--- config.mk ---
export PLATFORM = sky130hd
export DESIGN_NAME = reg_cmd_sequencer
export DESIGN_NICKNAME = d
export VERILOG_FILES = /design/src/rtl/reg_cmd_sequencer.sv
export SDC_FILE = /design/constraint.sdc
export NUM_CORES = 1
export LEC_CHECK = 0
export BUFFER_PORTS_ARGS = -buffer_cell sky130_fd_sc_hd__buf_2
export CORE_MARGIN = 1.5
export CORE_UTILIZATION = 45
export DETAILED_ROUTE_END_ITERATION = 7
export PLACE_DENSITY = 0.75
export RECOVER_POWER = 100
export SKIP_CTS_REPAIR_TIMING = 1
export SLEW_MARGIN = 20
export SYNTH_ARGS = -nofsm -noshare
export SYNTH_HDL_FRONTEND = slang
export SYNTH_SLANG_ARGS = --single-unit
export TNS_END_PERCENT = 5
--- constraint.sdc ---
create_clock -name clk -period 1.7 [get_ports clk]
set_clock_uncertainty 0.15 [all_clocks]
set_input_delay 0.34 -clock clk [delete_from_list [all_inputs] [get_ports clk]]
set_output_delay 0.34 -clock clk [all_outputs]
set_load 0.01 [all_outputs]
--- src/rtl/reg_cmd_sequencer.sv ---
// Command sequencer for the function-select register: turns one accepted command
// into a train of per-cycle enable pulses on the register's FunSel/data_in/enable inputs.
//
// state | meaning
// IDLE  | waiting for a command; cmd_ready high unless in reset
// ISSUE | command in flight; one issue per cycle unless held or aborted
module reg_cmd_sequencer #(
    parameter int N  = 4,
    parameter int CW = 4
) (
    input  logic          clk,
    input  logic          rst,
    input  logic          cmd_valid,
    output logic          cmd_ready,
    input  logic [1:0]    cmd_op,
    input  logic [N-1:0]  cmd_data,
    input  logic [CW-1:0] cmd_count,
    input  logic          hold,
    input  logic          abort,
    output logic [1:0]    reg_funsel,
    output logic [N-1:0]  reg_data,
    output logic          reg_enable,
    output logic          busy,
    output logic          done
);

    typedef enum logic {
        IDLE  = 1'b0,
        ISSUE = 1'b1
    } state_t;

    state_t        state_q, state_d;
    logic [CW-1:0] remaining_q, remaining_d;
    logic [1:0]    funsel_q, funsel_d;
    logic [N-1:0]  data_q, data_d;
    logic          done_q, done_d;
    logic          accept;

    assign cmd_ready  = (state_q == IDLE) && !rst;
    assign accept     = cmd_valid && cmd_ready;
    assign reg_enable = (state_q == ISSUE) && !hold && !abort;
    assign busy       = (state_q == ISSUE);
    assign done       = done_q;
    assign reg_funsel = funsel_q;
    assign reg_data   = data_q;

    always_comb begin
        state_d     = state_q;
        remaining_d = remaining_q;
        funsel_d    = funsel_q;
        data_d      = data_q;
        done_d      = 1'b0;
        unique case (state_q)
            IDLE: begin
                if (accept) begin
                    state_d  = ISSUE;
                    funsel_d = cmd_op;
                    data_d   = cmd_data;
                    // load/clear issue once; a zero repeat count still issues once
                    if (cmd_op[1] || (cmd_count == '0)) begin
                        remaining_d = CW'(1);
                    end else begin
                        remaining_d = cmd_count;
                    end
                end
            end
            ISSUE: begin
                if (abort) begin
                    state_d     = IDLE;
                    remaining_d = '0;
                end else if (!hold) begin
                    remaining_d = remaining_q - CW'(1);
                    if (remaining_q == CW'(1)) begin
                        state_d = IDLE;
                        done_d  = 1'b1;
                    end
                end
            end
            default: begin
                state_d = IDLE;
            end
        endcase
    end

    always_ff @(posedge clk) begin
        if (rst) begin
            state_q     <= IDLE;
            remaining_q <= '0;
            funsel_q    <= 2'b00;
            data_q      <= '0;
            done_q      <= 1'b0;
        end else begin
            state_q     <= state_d;
            remaining_q <= remaining_d;
            funsel_q    <= funsel_d;
            data_q      <= data_d;
            done_q      <= done_d;
        end
    end

endmodule

==> flow_metrics.env <==
export IMPL_die_x_microns=40.8
export IMPL_grt_max_degree=12
export IMPL_grt_setup_unrepaired="false"
export IMPL_hold_ws_ns=0.149
export IMPL_r2r_start="remaining_q[1]"
export IMPL_hold_depth=3
export IMPL_drive_above_1_share=0.305
export IMPL_worstRegToRegCells=5
export IMPL_syn_area_sq_um=644
export IMPL_synth_cells=68
export IMPL_crit_type="reg2out"
export IMPL_pre_cts_ws_ns=0.214
export IMPL_worstPathRequired_ns=1.21
export IMPL_grt_pass1_vias=475
export IMPL_yosysWarningCount=0
export IMPL_relSlewSlack=0.663
export IMPL_num_vias=601
export IMPL_final_area_sq_um=801
export IMPL_hp_class="in2reg"
export IMPL_p_leak_nw=0.327
export IMPL_drc=0
export IMPL_period_needed_ns=1.60
export IMPL_initial_core_util=0.489
export IMPL_layout_common_cells="buf_2, dfxtp_1, nor2_1, clkbuf_1"
export IMPL_fin_ws_ns=0.0963
export IMPL_grt_util_met1=0.260
export IMPL_slew_violations=0
export IMPL_grt_pass1_wl_microns=2070
export IMPL_overflow=0
export IMPL_r2r_end="busy"
export IMPL_setup_viol_count_final=0
export IMPL_port_buffers=24
export IMPL_ys_ff_latch=12
export IMPL_place_gp_congestion=0.885
export IMPL_cp_arrival_ns=1.11
export IMPL_synthDistinctLibCells=28
export IMPL_avgRoutedWirePerCell_microns=12.3
export IMPL_syn_area_per_cell_sq_um=9.48
export IMPL_final_common_cell="buf_2"
export IMPL_cp_max_fo=11
export IMPL_cts_num_sinks=12
export IMPL_syn_nets=85
export IMPL_grt_util_met2=0.273
export IMPL_routed_via_density=5.46
export IMPL_grt_usage=0.193
export IMPL_yosysSeqAreaShare=0.373
export IMPL_top_usage_layer="met2"
export IMPL_drt_pass1_iter_count=4
export IMPL_io_pins=25
export IMPL_crit_path_end_kind="primary output"
export IMPL_placed_area_sq_um=787
export IMPL_root_buffer="clkbuf_4"
export IMPL_fin_crit_sh=0.943
export IMPL_tightest_slew_ns=0.506
export IMPL_fillers=139
export IMPL_area_delta_synth_final_pct=24.3
export IMPL_startpoint_type="register"
export IMPL_holdPathEnd="reg_data[0]"
export IMPL_regToRegSetupSlack_ns=0.19
export IMPL_max_freq_mhz=624
export IMPL_diodes=0
export IMPL_nets=113
export IMPL_clockBufferDepth=2
export IMPL_status="finished, final reports clean"
export IMPL_hp_start="cmd_data[0]"
export IMPL_rows=13
export IMPL_met3_usage=0.0870
export IMPL_clkTransAtPathRegs_ns=0.07
export IMPL_dp_hpwl_microns=1090
export IMPL_peakVddDrop_mv=0.590
export IMPL_antenna_found_initial=0
export IMPL_cts_tree="yes"
export IMPL_cts_buffers_inserted=3
export IMPL_coreArea_sq_um=1320
export IMPL_dieArea_sq_um=1670
export IMPL_power_density_nw_per_um2=861
export IMPL_clkLatencyLatePin_ns=0.28
export IMPL_cts_htree_levels=1
export IMPL_drtIter0Drc=13
export IMPL_die_h_microns=40.8
export IMPL_ant_nets=0
export IMPL_drv_cap=0
export IMPL_drt_wl_total_microns=1350
export IMPL_hold_viol=0
## synthesized netlist by cell type
master	number	share of area
dfxtp_1	12	0.37
nor2_1	10	0.058
inv_1	6	0.035
mux2i_1	6	0.093
buf_2	3	0.023
nand2b_1	3	0.029
a32oi_1	2	0.027
ha_1	2	0.039
nor2b_1	2	0.019
nor3_1	2	0.016
o221a_2	2	0.035
o32ai_1	2	0.027
a211oi_1	1	0.012
a211oi_2	1	0.019
a21oi_2	1	0.014
a221oi_2	1	0.023
buf_1	1	0.0058
nand2b_2	1	0.014
nand3b_1	1	0.012
nor2b_2	1	0.014
nor3_2	1	0.016
nor3b_1	1	0.012
o21a_1	1	0.012
o21ai_1	1	0.0078
o221a_1	1	0.017
o31ai_1	1	0.012
o32a_1	1	0.016
or4b_4	1	0.021
## metrics by stage
| step | cells | setup TNS, ns | total power, mW | utilization |
|---|---|---|---|---|
| after floorplan | 68 | 0 | 0.421 | - |
| after global routing | 110 | 0 | 0.727 | 0.608 |
| after detailed placement | 106 | 0 | 0.476 | 0.597 |
| after CTS | 110 | -0.0653 | 0.702 | 0.625 |
| final | 110 | 0 | 0.690 | 0.608 |
| after global placement | 106 | 0 | 0.473 | 0.597 |
## flip-flops by register name, summed over array words and instances (netlist names)
signal and count:
reg_funsel 2, busy 1, remaining_q 4, reg_data 4, done 1
## power by group
part           switching (mW)  total [mW]  internal [mW]  leakage (nW)
Sequential             0.0172       0.317          0.300        0.0989
Combinational          0.0732       0.143         0.0694         0.208
Clock                  0.0992       0.230          0.130        0.0210
## logic make-up after synthesis
| kind of cell | count (synthesis) | synth area share |
|---|---|---|
| AOI/OAI and AO/OA | 15 | 0.221 |
| adders and majority gates | 2 | 0.0388 |
| buffers and inverters | 10 | 0.0641 |
| DFF | 12 | 0.373 |
| muxes | 6 | 0.0932 |
| and+or+nand+nor | 23 | 0.210 |
## per-layer routing
metal | wire length (microns) | part of all wire
met5 | 0 | 0
met3 | 77 | 0.057
met2 | 659 | 0.49
met1 | 598 | 0.44
met4 | 14 | 0.010
## how the worst max path moves through the flow
stage | start | end | slack (ns)
final | busy | reg_enable | 0.1
after CTS | busy | reg_enable | -0.07
after global routing | busy | reg_enable | 0.02
after detailed placement | busy | remaining_q[0] | 0.21
after global placement | busy | remaining_q[3] | 0.23
after floorplan | rst | cmd_ready | 0.29
## layout make-up
type / instances / area [sq um] / share of cell area
Sequential cell: 12 / 241 / 0.302
Inverter: 6 / 22.5 / 0.0281
Tap cell: 15 / 18.8 / 0.0234
Clock buffer: 4 / 36.3 / 0.0453
Multi-Input combinational cell: 46 / 354 / 0.442
Timing Repair Buffer: 27 / 128 / 0.159
## worst max-delay path, cell delays in order (launching register included)
cell      delay, ns
dfxtp_2        0.45
nand2b_2       0.15
nor2_1         0.10
buf_2          0.13
(Power assumes the default switching activity.)
